### src/rtl/mem_port_arbiter.sv
// Two-requester round-robin arbiter in front of one synchronous RAM port.
// Supports bounded locked bursts and routes one-cycle-latency read data back.
module mem_port_arbiter #(
    parameter int unsigned DATA_WIDTH = 16,
    parameter int unsigned ADDR_WIDTH = 16,
    parameter int unsigned MAX_BURST  = 8
) (
    input  logic                  clk,
    input  logic                  reset,
    input  logic                  req0,
    input  logic                  req1,
    input  logic                  we0,
    input  logic                  we1,
    input  logic [ADDR_WIDTH-1:0] addr0,
    input  logic [ADDR_WIDTH-1:0] addr1,
    input  logic [DATA_WIDTH-1:0] wdata0,
    input  logic [DATA_WIDTH-1:0] wdata1,
    input  logic                  lock0,
    input  logic                  lock1,
    output logic                  gnt0,
    output logic                  gnt1,
    output logic                  rvalid0,
    output logic                  rvalid1,
    output logic [DATA_WIDTH-1:0] rdata,
    output logic [ADDR_WIDTH-1:0] mem_addr,
    output logic                  mem_we,
    output logic [DATA_WIDTH-1:0] mem_wdata,
    input  logic [DATA_WIDTH-1:0] mem_rdata
);

    typedef enum logic [1:0] {
        StIdle,
        StOwn0,
        StOwn1
    } state_e;

    state_e     state_q, state_d;
    logic       prio_q, prio_d;
    logic [7:0] burst_cnt_q, burst_cnt_d;
    logic       rvalid0_q, rvalid0_d;
    logic       rvalid1_q, rvalid1_d;
    logic [8:0] burst_next;
    logic       lock_sel;
    logic       own0, own1;

    // Grant decision and RAM port mux
    always_comb begin
        gnt0      = 1'b0;
        gnt1      = 1'b0;
        mem_addr  = '0;
        mem_we    = 1'b0;
        mem_wdata = '0;

        own0 = (state_q == StOwn0) && req0;
        own1 = (state_q == StOwn1) && req1;

        if (own0) begin
            gnt0 = 1'b1;
        end else if (own1) begin
            gnt1 = 1'b1;
        end else if (req0 && (!req1 || !prio_q)) begin
            gnt0 = 1'b1;
        end else if (req1) begin
            gnt1 = 1'b1;
        end

        if (gnt0) begin
            mem_addr  = addr0;
            mem_we    = we0;
            mem_wdata = wdata0;
        end else if (gnt1) begin
            mem_addr  = addr1;
            mem_we    = we1;
            mem_wdata = wdata1;
        end
    end

    // Next-state: pointer, burst lock and read-valid tracking
    always_comb begin
        state_d     = StIdle;
        burst_cnt_d = '0;
        prio_d      = prio_q;
        burst_next  = {1'b0, burst_cnt_q} + 9'd1;
        lock_sel    = gnt0 ? lock0 : lock1;
        rvalid0_d   = gnt0 && !we0;
        rvalid1_d   = gnt1 && !we1;

        if (gnt0 || gnt1) begin
            // Favour the other requester at the next contention.
            prio_d = gnt0;
            if (lock_sel && (32'(burst_next) < MAX_BURST)) begin
                state_d     = gnt0 ? StOwn0 : StOwn1;
                burst_cnt_d = burst_next[7:0];
            end
        end
    end

    always_ff @(posedge clk) begin
        if (reset) begin
            state_q     <= StIdle;
            prio_q      <= 1'b0;
            burst_cnt_q <= '0;
            rvalid0_q   <= 1'b0;
            rvalid1_q   <= 1'b0;
        end else begin
            state_q     <= state_d;
            prio_q      <= prio_d;
            burst_cnt_q <= burst_cnt_d;
            rvalid0_q   <= rvalid0_d;
            rvalid1_q   <= rvalid1_d;
        end
    end

    assign rvalid0 = rvalid0_q;
    assign rvalid1 = rvalid1_q;
    assign rdata   = mem_rdata;

endmodule

### config.mk
export PLATFORM = sky130hd
export DESIGN_NAME = mem_port_arbiter
export DESIGN_NICKNAME = d
export VERILOG_FILES = /design/src/rtl/mem_port_arbiter.sv
export SDC_FILE = /design/constraint.sdc
export NUM_CORES = 1
export LEC_CHECK = 0
export CAP_MARGIN = 40
export CORE_MARGIN = 2
export CORE_UTILIZATION = 25
export CTS_BUF_LIST = sky130_fd_sc_hd__clkbuf_4 sky130_fd_sc_hd__clkbuf_8 sky130_fd_sc_hd__clkbuf_16
export CTS_CLUSTER_DIAMETER = 40
export DETAILED_ROUTE_END_ITERATION = 8
export GPL_ROUTABILITY_DRIVEN = 1
export GPL_TIMING_DRIVEN = 0
export PLACE_DENSITY = 0.85
export SYNTH_ARGS = -nofsm -noshare
export SYNTH_HDL_FRONTEND = slang
export SYNTH_SLANG_ARGS = --single-unit
### constraint.sdc
create_clock -name clk -period 1.7 [get_ports clk]
set_input_delay 0.255 -clock clk [delete_from_list [all_inputs] [get_ports clk]]
set_output_delay 0.255 -clock clk [all_outputs]
set_load 0.02 [all_outputs]
==> flow_summary.ini <==
[floorplan]
dieArea_mm2 = 0.00485
core_mm2 = 0.00409
die_w_um = 69.6
rows = 23
io_pins = 141
start_util = 0.264
die_h_um = 69.6

[setup_path]
crit_end = mem_addr[11]
rr_worst_depth = 6
cp-end-kind = output port
rrSetupSlack_ps = 310
crit_start = state_q[0]$_SDFF_PP0_
startpoint_type = register
worst-path-max-fanout = 8
crit_arrival_ps = 1580
worstReg2RegStart = state_q[0]$_SDFF_PP0_
timing.rr.end = burst_cnt_q[1]$_SDFF_PP0_
crit_type = reg -> out
worst_ep_required_time_ps = 1440

[sta]
hold_ws_ps = 453
final-max-slew-violation-count = 0
max_clock_freq_ghz = 0.545
fin_crit_ps = 1840
rsz0062_at_grt = true
finalHoldViolCount = 0
finalSetupViolCount = 34
fin_crit_sh = 1.08
skew_ps = 3.32
setup_tns_ps = -2910
fin_ws_ps = -136

[global_routing]
grt_pass1_vias = 1640
grt_usage = 0.188
antenna_found_initial = 0
grt_max_degree = 11
grt.overflow.total = 0
grt_first_pass_wirelength_mm = 7.48

[finish]
antenna_cells = 0
drive_gt1_frac = 0.442
nets = 407
nFillCells = 337
final_core_util = 0.715
stdcell_count = 367
area_growth_pct = 171
final_cell_mix = 87 x clkdlybuf4s50_1, 46 x nand2_1, 40 x buf_6
layout_commonest_cell = clkdlybuf4s50_1

[clock_tree]
cts_tree = done
cts_sinks = 13
clock-root-buffer = clkbuf_8
cts_hold_buf = 0
clk_path_buf_depth = 2
insertion_delay_ps = 240
numCtsBuffers = 3
h-tree-depth = 1
clkTransAtPathRegs_ps = 50

[drt]
wire_per_inst_um = 13.4
vias = 1673
drtIter0Drc = 51
routed_wl_mm = 4.91
viasPerCell = 4.56
route.detailed.drc = 0
dr.pass1.iters = 4
antenna_left = 0

[synthesis]
synth_top_family_by_area = simple AND/OR/NAND/NOR gates
synth-xor-area-share = 0.00813
synth.area.mux_share = 0.00929
ys_ff_latch = 13
synthCells = 170
yosys_warnings = 0
synthAdderAreaFrac = 0.0116
synthSimpleGateAreaFrac = 0.484
netlist_area_mm2 = 0.00108
synth_compound_area_frac = 0.0534
avgSynthCellArea_um2 = 6.34
ys_seq_area_frac = 0.242
synthDistinctLibCells = 26

[power]
leakage_nw = 1.32
power.density_mw_per_mm2 = 485
ir_worst_vdd_uv = 327

[placed_design]
io_buffers = 124
placed_cells = 348
place.gp.congestion = 0.788
dp_hpwl_mm = 3.47
dp_slack_ps = -845

[status]
violations = setup timing
outcome = complete, but fails checks

[job]
drv_cap = 0

[min_path]
min_path_type = reg -> reg
-- layout make-up --
class                      instances  area (um2)  area share
timing repair buffer             140        1460       0.500
multi-input combinational        131         856       0.293
sequential                        13         264      0.0904
buffer                            26         219      0.0749
tap                               50        62.6      0.0214
clock buffer                       4        48.8      0.0167
inverter                           3        11.3     0.00385
-- stage by stage --
| stage | cell area, um2 | power [mW] |
|---|---|---|
| floorplan | 1090 | 0.609 |
| global placement | 2400 | 0.978 |
| detailed placement | 2400 | 0.986 |
| CTS | 2770 | 1.38 |
| global route | 2920 | 1.48 |
| finish | 2920 | 1.42 |
-- Yosys cell counts --
library cell	count	area share
nand3b_1	1	0.0070
buf_2	3	0.014
inv_1	2	0.0070
conb_1	1	0.0035
nor2b_1	1	0.0058
ha_1	1	0.012
a21oi_1	1	0.0046
clkbuf_1	3	0.010
nor2_1	2	0.0070
inv_2	1	0.0035
and2_1	1	0.0058
o21a_1	1	0.0070
nand3_1	35	0.16
buf_6	2	0.021
o211ai_2	1	0.012
o221a_2	1	0.010
mux2i_1	1	0.0093
nand2b_1	3	0.017
nor3b_2	2	0.023
xnor2_1	1	0.0081
nand2_1	68	0.24
buf_4	19	0.13
nor3_1	4	0.019
a211oi_2	1	0.012
a211o_1	1	0.0081
dfxtp_1	13	0.24
-- worst max-delay path: stages, from the launching register on --
cell      delay, ps
dfxtp_2         320
nor2b_4         130
o211ai_4        200
buf_6           170
buf_12          110
buf_12          120
nand3_1          80
nand2_1          90
buf_6           120
-- power breakdown --
part	switching [mW]	leakage (nW)	internal, mW
sequential	0.00410	0.108	0.316
clock	0.102	0.0262	0.181
combinational	0.352	1.19	0.461
-- worst min path at each step --
| stage | start | endpoint | slack (ps) | depth (start not counted) |
|---|---|---|---|---|
| CTS | burst_cnt_q[0]$_SDFF_PP0_ | burst_cnt_q[0]$_SDFF_PP0_ | 460 | 1 |
| global placement | burst_cnt_q[0]$_SDFF_PP0_ | burst_cnt_q[0]$_SDFF_PP0_ | 450 | 1 |
| finish | burst_cnt_q[0]$_SDFF_PP0_ | burst_cnt_q[0]$_SDFF_PP0_ | 450 | 1 |
| detailed placement | burst_cnt_q[0]$_SDFF_PP0_ | burst_cnt_q[0]$_SDFF_PP0_ | 450 | 1 |
| floorplan | we1 | rvalid1$_SDFF_PP0_ | 320 | 1 |
| global route | burst_cnt_q[0]$_SDFF_PP0_ | burst_cnt_q[0]$_SDFF_PP0_ | 490 | 1 |
-- cells by family (layout without fill, tap and decap cells) --
group,Yosys count,count (layout)
XOR/XNOR,1,1
multiplexers,1,1
buffers and inverters,30,173
other,1,5
AO/OA/AOI/OAI,6,6
flip-flops,13,13
AND/OR/NAND/NOR,117,117
adder cells (fa/ha/maj),1,1
-- routing by layer --
metal  vias up  share of wire  track usage
met5         -              0            0
met4         0          0.015       0.0641
met3         6          0.061       0.0247
met2        77           0.57        0.360
met1       765           0.36        0.210
li1        825              -            -
-- state kept, by name (all words and copies together) (netlist names) --
| signal | flops |
|---|---|
| burst_cnt_q | 8 |
| state_q | 2 |
| prio_q | 1 |
| rvalid0 | 1 |
| rvalid1 | 1 |
-- timing repair --
action,CTS,global route
setup buffers,13,3
endpoints found under the setup margin,35,35
resized for setup,244,48
cloned,2,0
pin swaps,38,27
Note: power is estimated with default switching activity, not from simulation.
==> variant: new RTL, same settings <==
The 3 states of `state_e` get a one-hot encoding in 3 bits.
--- a/src/rtl/mem_port_arbiter.sv
+++ b/src/rtl/mem_port_arbiter.sv
@@ -28,10 +28,10 @@
     input  logic [DATA_WIDTH-1:0] mem_rdata
 );
 
-    typedef enum logic [1:0] {
-        StIdle,
-        StOwn0,
-        StOwn1
+    typedef enum logic [2:0] {
+        StIdle = 3'b001,
+        StOwn0 = 3'b010,
+        StOwn1 = 3'b100
     } state_e;
 
     state_e     state_q, state_d;
Function: no difference found for any inputs over 10 cycles, from zero or initial values and one cycle with reset high; not proved beyond that.
==> variant against the unedited design <==
  * The flow still finishes with violations (setup timing)
  * Area after synthesis up 1.6%
  * Synthesized cell count up 1.8%
  * Combinational power down 5.4%
  * Setup slack worse by 0.076 ns
  * Sequential cell count up 1
  * Critical path type unchanged
  * Clock power up 13%
  * Wire length up 2.5%
  * Final area down 4.3%
  * Power up 1.3%
  * Utilization down 6.4 points
==> variant: results (changes against the unedited design) <==
RR Endpoint state_q[0]$_SDFF_PP1_; critical path's top delay family compound AO/OA/AOI/OAI gates; synthesized instance count 173 (+1.8%); Final Wtd Congestion 0.878 (+11%); highest ir drop seen on vdd 0.583 mV (+78%); dpl cells 352 (+1.1%); setup violators final 34 (unchanged); grt met1 use 19.3% (-1.7 points); Arrival @ worst endpoint 1.66 ns (+0.08 ns); max incr delay on CP 0.30 ns (-0.02 ns); Largest regs burst_cnt_q (8), state_q (3); first-pass GRT wire length 7890 um (+5.4%); Post-synth top cells nand2_1 (69), o21ai_0 (33), buf_4 (16), dfxtp_1 (14), clkbuf_1 (7); Final #Nets 401 (-1.5%); fraction of the mapped netlist area in compound gates 19.2% (+14 points); adder-cell share of the synthesized area 1.14% (-0.019 points); failing checks setup timing; Starting DRT DRC Count 28 (-45%); via/cell ratio 4.58 (+0.50%); clock skew 0.00343 ns (+0.000104 ns); worst hold path depth 3 (+2); met2 GRT Util 38.0% (+2.0 points); Crit Path Max Fanout 7 (-1); setup ws final -0.211 ns (-0.0758 ns); outcome complete, but fails checks; mux cell area share after synthesis 0.914% (-0.015 points); R2R depth 7 (+1); Hold WC Path Type in2reg; sequential element share of the synthesized area 25.6% (+1.4 points); GRT Util Overall 20.1% (+1.3 points); Post-Synth XOR/XNOR Area 1.60% (+0.79 points); Area after DPL 2410 um2 (+0.73%); met3 usage 5.77% (+3.3 points); vias in the first global route 1637 (-0.18%); port bufs 123 (-0.81%); P_leak 1.19 nW (-10%); Worst R2R Start state_q[1]$_SDFF_PP0_; slowest CP cell dfxtp_1; via count 1663 (-0.60%)
## variant: through the flow
stage	worst slack (ns)	hold WS [ns]	setup TNS [ns]	total power [W]
3_5_place_dp	-0.808	0.497	-28.27	0.00100
6_report	-0.211	0.451	-6.05	0.00143
3_3_place_gp	-0.796	0.483	-27.63	0.000993
4_1_cts	-0.197	0.449	-6.15	0.00140
2_1_floorplan	-0.0319	0.327	-0.637	0.000630
5_1_grt	-0.254	0.471	-7.91	0.00151
## variant: how the worst max path moves through the flow
stage	startpoint	to	slack (ns)	cells after the start
floorplan	state_q[1]$_SDFF_PP0_	mem_addr[0]	-0.03	5
global placement	req0	mem_wdata[11]	-0.80	6
detailed placement	req0	mem_addr[6]	-0.81	6
CTS	state_q[1]$_SDFF_PP0_	mem_wdata[10]	-0.20	6
global route	state_q[1]$_SDFF_PP0_	mem_addr[6]	-0.25	6
finish	state_q[1]$_SDFF_PP0_	mem_addr[11]	-0.21	6
## variant: repair_timing
| item | in CTS | in global routing |
|---|---|---|
| setup buffers | 4 | 0 |
| setup endpoints to repair | 39 | 39 |
| gates resized for setup | 239 | 28 |
| pin swaps | 9 | 4 |
| gates cloned | 3 | 0 |
| hold buffers | 0 | 0 |
## variant: where the power goes
group,internal [W],switching (W)
logic,0.000427,0.000343
clock network,0.000205,0.000115
registers,0.000339,0.00000548
## variant: routing by layer
| metal | share of wire, % | up-vias |
|---|---|---|
| met5 | 0 | - |
| li1 | - | 827 |
| met4 | 4.1 | 0 |
| met2 | 54 | 78 |
| met1 | 34 | 740 |
| met3 | 7.8 | 18 |
## variant: final cells by class
class,instances,area [um2]
repair buffers,130,1270
well taps,52,65.1
multi-input cells,134,845
plain buffers,28,273
fillers,338,1500
inverters,1,3.75
flip-flops and latches,14,282
clock buffers,4,55.1
